===== src/rtl/filter_gpu_pkg.sv =====
// Shared types for the Filter-GPU pipeline control blocks.
//   fwd_sel_t  : operand-forward mux select (regfile / ResultW / ALUResultM)
//   hz_state_t : hazard controller sequencing state
//   REG_ADDR_W : register address width (instruction field [15:12])
package filter_gpu_pkg;
  localparam int REG_ADDR_W = 4;

  typedef enum logic [1:0] {
    FWD_REG = 2'b00,
    FWD_WB  = 2'b01,
    FWD_MEM = 2'b10
  } fwd_sel_t;

  typedef enum logic {
    RUN      = 1'b0,
    MEM_WAIT = 1'b1
  } hz_state_t;
endpackage


===== src/rtl/hazard_fwd_sel.sv =====
// Forward-select for one Execute-stage source operand.
//   ra_e                    : source register in Execute
//   wa3_m, wa3_w            : destination registers in Memory / Writeback
//   reg_write_m/reg_write_w : write enables for those stages
//   fwd                     : 00 regfile, 01 ResultW, 10 ALUResultM
// Memory wins over Writeback because it holds the younger result.
module hazard_fwd_sel
  import filter_gpu_pkg::*;
#(
  parameter int RA_W = REG_ADDR_W
) (
  input  logic [RA_W-1:0] ra_e,
  input  logic [RA_W-1:0] wa3_m,
  input  logic [RA_W-1:0] wa3_w,
  input  logic            reg_write_m,
  input  logic            reg_write_w,
  output logic [1:0]      fwd
);
  always_comb begin
    fwd = FWD_REG;
    if (reg_write_m && (ra_e == wa3_m))      fwd = FWD_MEM;
    else if (reg_write_w && (ra_e == wa3_w)) fwd = FWD_WB;
  end
endmodule


===== src/rtl/hazard_controller.sv =====
// Hazard / sequencing controller for the 5-stage Filter-GPU datapath.
//   CLK, RST (async, active-low)
//   RA1D/RA2D, RA1E/RA2E, WA3E/M/W, RegWrite*, MemtoRegE : register hazard info
//   PCSrcD/E/M/W, BranchTakenE                           : control-flow info
//   MemOpM, MemReady                                     : data-memory handshake
//   ForwardAE/BE  : operand forward selects
//   StallF/D/E/M  : stage-register holds
//   FlushD/E      : instruction / register buffer clears
//   MemErr        : sticky memory-timeout flag
//   StallCount    : saturating count of cycles with StallF=1
// Build option: FORWARDING_EN. When undefined, forwarding is off and any
// read-after-write against E/M/W stalls Decode instead of load-use only.
module hazard_controller
  import filter_gpu_pkg::*;
#(
  parameter int RA_W        = REG_ADDR_W,
  parameter int TO_W        = 8,
  parameter int MEM_TIMEOUT = 200,
  parameter int PERF_W      = 16
) (
  input  logic              CLK,
  input  logic              RST,
  input  logic [RA_W-1:0]   RA1D,
  input  logic [RA_W-1:0]   RA2D,
  input  logic [RA_W-1:0]   RA1E,
  input  logic [RA_W-1:0]   RA2E,
  input  logic [RA_W-1:0]   WA3E,
  input  logic [RA_W-1:0]   WA3M,
  input  logic [RA_W-1:0]   WA3W,
  input  logic              RegWriteE,
  input  logic              RegWriteM,
  input  logic              RegWriteW,
  input  logic              MemtoRegE,
  input  logic              PCSrcD,
  input  logic              PCSrcE,
  input  logic              PCSrcM,
  input  logic              PCSrcW,
  input  logic              BranchTakenE,
  input  logic              MemOpM,
  input  logic              MemReady,
  output logic [1:0]        ForwardAE,
  output logic [1:0]        ForwardBE,
  output logic              StallF,
  output logic              StallD,
  output logic              StallE,
  output logic              StallM,
  output logic              FlushD,
  output logic              FlushE,
  output logic              MemErr,
  output logic [PERF_W-1:0] StallCount
);
  localparam logic [TO_W-1:0] TO_LAST = TO_W'(MEM_TIMEOUT - 1);

  hz_state_t         state_q, state_d;
  logic [TO_W-1:0]   to_cnt_q, to_cnt_d;
  logic              mem_err_q, mem_err_d;
  logic [PERF_W-1:0] stall_cnt_q, stall_cnt_d;

  logic [1:0] fwd_a, fwd_b;
  logic       hz_stall, pc_pend, freeze, to_abort;
  logic       stall_f, stall_d, stall_e, stall_m, flush_d, flush_e;

  // With forwarding disabled the selectors see no writers, so they sit at 00.
`ifdef FORWARDING_EN
  localparam logic FWD_ON = 1'b1;
  assign hz_stall = MemtoRegE & RegWriteE & ((RA1D == WA3E) | (RA2D == WA3E));
`else
  localparam logic FWD_ON = 1'b0;
  logic unused_memtoreg;
  assign unused_memtoreg = MemtoRegE;
  assign hz_stall = (RegWriteE & ((RA1D == WA3E) | (RA2D == WA3E)))
                  | (RegWriteM & ((RA1D == WA3M) | (RA2D == WA3M)))
                  | (RegWriteW & ((RA1D == WA3W) | (RA2D == WA3W)));
`endif

  hazard_fwd_sel #(.RA_W(RA_W)) u_fwd_a (
    .ra_e(RA1E), .wa3_m(WA3M), .wa3_w(WA3W),
    .reg_write_m(RegWriteM & FWD_ON), .reg_write_w(RegWriteW & FWD_ON),
    .fwd(fwd_a)
  );
  hazard_fwd_sel #(.RA_W(RA_W)) u_fwd_b (
    .ra_e(RA2E), .wa3_m(WA3M), .wa3_w(WA3W),
    .reg_write_m(RegWriteM & FWD_ON), .reg_write_w(RegWriteW & FWD_ON),
    .fwd(fwd_b)
  );

  assign pc_pend = PCSrcD | PCSrcE | PCSrcM;

  always_comb begin
    state_d   = state_q;
    to_cnt_d  = to_cnt_q;
    mem_err_d = mem_err_q;
    freeze    = 1'b0;
    to_abort  = 1'b0;
    case (state_q)
      RUN: begin
        // The stall must already be up on the cycle the miss is seen.
        if (MemOpM && !MemReady) begin
          freeze   = 1'b1;
          state_d  = MEM_WAIT;
          to_cnt_d = '0;
        end
      end
      MEM_WAIT: begin
        // Ready is checked first so a late response is never reported as a timeout.
        if (MemReady) begin
          state_d  = RUN;
          to_cnt_d = '0;
        end else if (to_cnt_q == TO_LAST) begin
          state_d   = RUN;
          to_cnt_d  = '0;
          to_abort  = 1'b1;
          mem_err_d = 1'b1;
        end else begin
          freeze   = 1'b1;
          to_cnt_d = to_cnt_q + 1'b1;
        end
      end
      default: state_d = RUN;
    endcase

    // Memory freeze outranks load-use and branch handling; a branch seen while
    // frozen stays held in E and is acted on once the freeze lifts.
    if (freeze) begin
      stall_f = 1'b1;
      stall_d = 1'b1;
      stall_e = 1'b1;
      stall_m = 1'b1;
      flush_d = 1'b0;
      flush_e = 1'b0;
    end else begin
      stall_f = hz_stall | pc_pend;
      stall_d = hz_stall;
      stall_e = 1'b0;
      stall_m = 1'b0;
      flush_d = pc_pend | PCSrcW | BranchTakenE;
      // An aborted memory op must not retire.
      flush_e = hz_stall | BranchTakenE | to_abort;
    end

    stall_cnt_d = stall_cnt_q;
    if (stall_f && (stall_cnt_q != {PERF_W{1'b1}})) stall_cnt_d = stall_cnt_q + 1'b1;
  end

  always_ff @(posedge CLK or negedge RST) begin
    if (!RST) begin
      state_q     <= RUN;
      to_cnt_q    <= '0;
      mem_err_q   <= 1'b0;
      stall_cnt_q <= '0;
    end else begin
      state_q     <= state_d;
      to_cnt_q    <= to_cnt_d;
      mem_err_q   <= mem_err_d;
      stall_cnt_q <= stall_cnt_d;
    end
  end

  // Reset holds both buffers cleared and nothing stalled.
  assign ForwardAE  = RST ? fwd_a : 2'b00;
  assign ForwardBE  = RST ? fwd_b : 2'b00;
  assign StallF     = RST & stall_f;
  assign StallD     = RST & stall_d;
  assign StallE     = RST & stall_e;
  assign StallM     = RST & stall_m;
  assign FlushD     = ~RST | flush_d;
  assign FlushE     = ~RST | flush_e;
  assign MemErr     = mem_err_q;
  assign StallCount = stall_cnt_q;
endmodule


===== config.mk =====
export PLATFORM = sky130hd
export DESIGN_NAME = hazard_controller
export DESIGN_NICKNAME = d
export VERILOG_FILES = /design/src/rtl/filter_gpu_pkg.sv /design/src/rtl/hazard_fwd_sel.sv /design/src/rtl/hazard_controller.sv
export SDC_FILE = /design/constraint.sdc
export NUM_CORES = 1
export LEC_CHECK = 0
export CAP_MARGIN = 5
export CORE_MARGIN = 3
export CORE_UTILIZATION = 40
export DETAILED_ROUTE_END_ITERATION = 6
export PLACE_DENSITY = 0.8
export SYNTH_ARGS = -nofsm -noshare
export SYNTH_HDL_FRONTEND = slang
export SYNTH_SLANG_ARGS = --single-unit

===== constraint.sdc =====
create_clock -name CLK -period 3.6 [get_ports CLK]
set_clock_uncertainty 0.2 [all_clocks]
set_input_delay 0.72 -clock CLK [delete_from_list [all_inputs] [get_ports CLK]]
set_output_delay 0.72 -clock CLK [all_outputs]
set_load 0.1 [all_outputs]

# Word level (Yosys, flattened, before mapping)
# Cells that the tools add are included.
dict set report word_totals {
  reg_bits 26
  in_bits 41
}
dict set report classes {
  add_sub_neg 2
  eq_ne 9
  muxes 16
  bitwise 23
  reduce_logical 4
}
# op count
set ops {}
lappend ops {{$eq A4 B4 Y1} 6}
lappend ops {{$mux W8} 3}
lappend ops {{$add A16 B1 Y16 const B} 1}
lappend ops {{$ne A16 B16 Y1 const B} 1}
lappend ops {{$pmux W8 S2} 1}
lappend ops {{$or A1 B1 Y1} 14}
lappend ops {{$mux W1} 11}
lappend ops {{$add A8 B1 Y8 const B} 1}
lappend ops {{$eq A8 B8 Y1 const B} 1}
lappend ops {{$and A1 B1 Y1} 6}
lappend ops {{$not A1 Y1} 3}
lappend ops {{$reduce_and A3 Y1} 1}
lappend ops {{$logic_and A1 B1 Y1} 2}
lappend ops {{$ne A2 B2 Y1 const B} 1}
lappend ops {{$pmux W1 S2} 1}
lappend ops {{$logic_not A1 Y1} 1}

# Longest topological paths before layout
dict set report logic_depth {
  depth_word 9
  mapped_depth 9
  depth_no_buf 8
}

# Modules after synthesis
# A second synthesis with hierarchy kept.
dict set report unflattened {
  hier_cells 201
  area_unflattened_um2 1893.1
}
# mod n_inst cells_per_inst area_per_inst_um2 seq_area_each_um2
set modules_own_cells {}
lappend modules_own_cells {hazard_controller 1 169 1662.8 650.6}
lappend modules_own_cells {hazard_fwd_sel 2 16 115.1 0.0}

# Worst setup path before layout
# No wires, ideal clock.
dict set report synth_path {
  path_kind {reg2out}
  start {register to_cnt_q[3]}
  end {output port FlushD}
  arrival_ns 3.124
  setup_slack_ns -0.444
  stages_incl_launch_ff 5
  path_buffers 0
  cell_sequence {dfrtp_1 -> nor4b_2 -> and4_4 -> a211oi_4 -> o21ai_0}
}
dict set report synth_via {
  elab_chain_cells 6
}
# element line_no
set synth_rtl {}
lappend synth_rtl {{from (decl)} hazard_controller.sv:55} ;# logic [TO_W-1:0] to_cnt_q, to_cnt_d;
lappend synth_rtl {{from (signal assigned)} hazard_controller.sv:153} ;# to_cnt_q <= to_cnt_d;
lappend synth_rtl {{$eq A8 B8 Y1} hazard_controller.sv:109} ;# end else if (to_cnt_q == TO_LAST) begin
lappend synth_rtl {{$mux W1} hazard_controller.sv:109}
lappend synth_rtl {{$mux W1} hazard_controller.sv:106} ;# if (MemReady) begin
lappend synth_rtl {{$pmux W1 S2} hazard_controller.sv:95} ;# case (state_q)
lappend synth_rtl {{via freeze} hazard_controller.sv:60} ;# logic hz_stall, pc_pend, freeze, to_abort;
lappend synth_rtl {{$mux W1} hazard_controller.sv:124} ;# if (freeze) begin
lappend synth_rtl {{$or A1 B1 Y1} hazard_controller.sv:166} ;# assign FlushD = ~RST | flush_d;
lappend synth_rtl {{to (decl)} hazard_controller.sv:47} ;# output logic FlushD,
# The timed path passes the listed nets, and every way through them passes these cells.

# Final worst setup path
dict set report layout_path {
  start {input port RA1D[1]}
  end {output port StallF}
}
dict set report layout_via {
  elab_chain_cells 8
}
# element line_no
set layout_rtl {}
lappend layout_rtl {{from (decl)} hazard_controller.sv:23} ;# input logic [RA_W-1:0] RA1D,
lappend layout_rtl {{$eq A4 B4 Y1 (on tied branches)} {hazard_controller.sv:71, hazard_controller.sv:72}}
lappend layout_rtl {{$or A1 B1 Y1 (on tied branches)} {hazard_controller.sv:71, hazard_controller.sv:72}}
lappend layout_rtl {{$and A1 B1 Y1 (on tied branches)} {hazard_controller.sv:71, hazard_controller.sv:72}}
lappend layout_rtl {{$or A1 B1 Y1} hazard_controller.sv:72} ;# | (RegWriteM & ((RA1D == WA3M) | (RA2D == WA3M)))
lappend layout_rtl {{$or A1 B1 Y1 *} hazard_controller.sv:73} ;# | (RegWriteW & ((RA1D == WA3W) | (RA2D == WA3W)));
lappend layout_rtl {{$or A1 B1 Y1 *} hazard_controller.sv:132} ;# stall_f = hz_stall | pc_pend;
lappend layout_rtl {{$mux W1 *} hazard_controller.sv:124}
lappend layout_rtl {{$and A1 B1 Y1 *} hazard_controller.sv:162} ;# assign StallF = RST & stall_f;
lappend layout_rtl {{to (decl)} hazard_controller.sv:43} ;# output logic StallF,
# Mark *: on every way between the ends. The rest lies on a longest branch, timed or not.

==> impl_metrics.sql <==
INSERT INTO impl_metrics (metric_group, metric, value, unit) VALUES
('yosys', 'synth_edf_count', '0', ''),
('cts', 'tritoncts', 'yes', ''),
('layout', 'final-seq-area', '651', 'um^2'),
('die', 'die_x', '70.9', 'um'),
('yosys', 'post_syn_area', '1690', 'um^2'),
('die', 'die_h', '70.9', 'um'),
('worst_setup_path', 'cpPeakStageDelay', '0.58', 'ns'),
('place', 'dp_hpwl', '3300', 'um'),
('layout', 'final_net_count', '279', ''),
('layout', 'synthToLayoutAreaGrowth', '40.2', '%'),
('sta', 'achievable-frequency', '0.285', 'GHz'),
('die', 'initial_utilization', '43.7', '%'),
('worst_setup_path', 'startpoint_class_of_the_critical_path', 'input pin', ''),
('sta', 'final.setup.tns', '0', 'ns'),
('hold_path', 'hp-class', 'reg -> reg', ''),
('worst_setup_path', 'crit_path_kind', 'in -> out', ''),
('worst_setup_path', 'reg2reg_setup_slack', '1.18', 'ns'),
('layout', 'final_layout_size_suffix_gt1_share', '18.4', '%'),
('yosys', 'synth_area_leaders', 'dfrtp_1 (39%), xor2_1 (18%), nand3_1 (3.9%)', ''),
('status', 'outcome', 'finished clean', ''),
('power', 'power.leakage', '1.09', 'nW'),
('grt', 'number_of_antenna_violations_at_the_first_check_in_global_routing', '0', ''),
('yosys', 'postSynth.asyncResetShare', '100', '%'),
('cts', 'number_of_buffers_inserted_by_hold_repair_at_cts', '0', ''),
('cts', 'ctsHtreeMaxLevel', '1', ''),
('routing', 'drt-initial-drc-count', '40', ''),
('place', 'post-place-cells', '278', ''),
('grt', 'globalRoute.busiestLayer', 'met2', ''),
('grt', 'pin_count_of_the_biggest_net_entering_global_routing', '18', ''),
('place', 'numPortBuffers', '54', ''),
('grt', 'grt_util_met2', '29.5', '%'),
('routing', 'wl_per_cell', '14.8', 'um'),
('sta', 'slew-limit-headroom', '61.8', '%'),
('die', 'fp.dieArea', '5030', 'um^2'),
('worst_setup_path', 'timing.critical_path.cells', 'clkdlybuf4s50_1 > xor2_1 > nor4_2 > o21ai_2 > nand4b_4 > or2_4 > and2_1 > buf_12', ''),
('power', 'p_int', '0.595', 'mW'),
('yosys', 'ys_seq_area_share', '38.6', '%'),
('worst_setup_path', 'largest_fanout_on_the_critical_path', '4', ''),
('grt', 'grt_first_pass_wirelength', '7070', 'um'),
('worst_setup_path', 'arrival_time_at_the_worst_endpoint', '2.59', 'ns'),
('cts', 'clkTransAtPathRegs', '0.09', 'ns'),
('layout', 'mostFrequentLayoutCell', 'xor2_1', ''),
('grt', 'grt_usage', '17.3', '%'),
('power', 'seq_power_share', '32.6', '%'),
('layout', 'multi_input_comb_area', '987', 'um^2'),
('yosys', 'synthFlopType', 'dfrtp_1', ''),
('die', 'rows', '22', ''),
('power', 'share_clk_of_total_power', '13.2', '%'),
('routing', 'drc', '0', ''),
('yosys', 'netlist.area_leader.share', '38.6', '%'),
('routing', 'drtPass1Iterations', '4', ''),
('routing', 'routed_wirelength', '4170', 'um'),
('layout', 'final.fill_count', '352', ''),
('place', 'place_congestion', '0.892', ''),
('worst_setup_path', 'crit_path_top_delay_cell', 'clkdlybuf4s50_1', ''),
('place', 'pre_cts_ws', '0.0783', 'ns'),
('cts', 'cts.root.buffer_cell', 'clkbuf_8', ''),
('sta', 'setup_viol', '0', ''),
('yosys', 'syn_area_per_cell', '9.58', 'um^2'),
('power', 'peakVddDrop', '639', 'uV'),
('grt', 'met3_use_gr', '3.27', '%'),
('routing', 'via_density', '5.25', ''),
('layout', 'stdcell_count', '282', ''),
('job', 'cap_viol_max_count', '0', ''),
('routing', 'number_of_nets_with_antenna_violations_after_detailed_routing', '0', ''),
('sta', 'hold_fails_final_rpt', '0', ''),
('sta', 'worstMarginPinSlew', '0.572', 'ns'),
('cts', 'cts-root-to-sink-buffers', '2', ''),
('yosys', 'syn_inst', '176', ''),
('yosys', 'yosys.area.top_type', 'dfrtp_1', ''),
('power', 'powerDensity', '527', 'nW/um^2');
## synth_stat cells, drive strengths merged (3+ instances only)
library cell	number
nand2b	4
and2	3
buf	6
nor3	3
dfrtp	26
xnor2	4
nand2	8
nor2	15
nor4	7
o21ai	16
xor2	35
inv	4
and3	8
nand3	13
## metrics by stage
stage	area, um^2	utilization, %	total power [mW]
after floorplan	1700	-	0.902
after global placement	2310	59.9	1.08
after detailed placement	2310	59.9	1.09
after CTS	2350	60.9	1.25
after global routing	2360	61.3	1.30
final	2360	61.3	1.24
## critical path, delay by kind of cell
kind                   cells  cell delay (ns)
XOR/XNOR                   1             0.23
AND/OR/NAND/NOR            4             0.66
AO/OA/AOI/OAI              1             0.23
buffers and inverters      2             0.75
## cell type report
| type | count | share of cell area, % |
|---|---|---|
| Tap cell | 48 | 2.54 |
| Clock buffer | 3 | 1.75 |
| Sequential cell | 26 | 27.5 |
| Inverter | 4 | 0.636 |
| Multi-Input combinational cell | 142 | 41.8 |
| Timing Repair Buffer | 59 | 25.7 |
## per-layer routing
layer  share of wire [%]  vias up
met5                   0        -
met4                 2.2        0
met3                 7.5       10
met2                  48       56
met1                  42      690
li1                    -      725
## worst paths after layout
| kind | start | endpoint | depth (start not counted) |
|---|---|---|---|
| setup / recovery | RA1D[1] | StallF | 8 |
| hold / removal | to_cnt_q[6]$_DFFE_PN0P_ | to_cnt_q[6]$_DFFE_PN0P_ | 1 |
| setup reg to reg | to_cnt_q[4]$_DFFE_PN0P_ | StallCount[1]$_DFFE_PN0P_ | 6 |
| hold reg to reg | to_cnt_q[6]$_DFFE_PN0P_ | to_cnt_q[6]$_DFFE_PN0P_ | 1 |
| max in group asynchronous | RST | StallCount[9]$_DFFE_PN0P_ | 3 |
| min in group asynchronous | RST | to_cnt_q[2]$_DFFE_PN0P_ | 1 |
## state kept, by name, indices dropped and copies added, names as in the netlist
signal / cells
state_q: 1
to_cnt_q: 8
StallCount: 16
MemErr: 1
## kinds of logic after synthesis
family | after synthesis | synth area share (%)
and+or+nand+nor | 71 | 24.9
xor gates and xnor gates | 39 | 20.3
DFF | 26 | 38.6
AOI/OAI and AO/OA | 25 | 9.80
buffers and inverters | 11 | 4.01
adders and majority gates | 2 | 1.48
other | 1 | 0.223
muxes | 1 | 0.668
## power by group through the flow
stage | combinational, mW | sequential (mW) | clock [mW]
after CTS | 0.677 | 0.407 | 0.168
after global routing | 0.706 | 0.416 | 0.177
after global placement | 0.668 | 0.410 | 0
after detailed placement | 0.676 | 0.410 | 0
after floorplan | 0.183 | 0.719 | 0
final | 0.674 | 0.405 | 0.165
## what timing repair did
item	4_1_cts	5_1_grt
resized for setup	0	1
buffers inserted	0	1
endpoints found under the setup margin	0	2
Note: power is estimated with default switching activity, not from simulation.
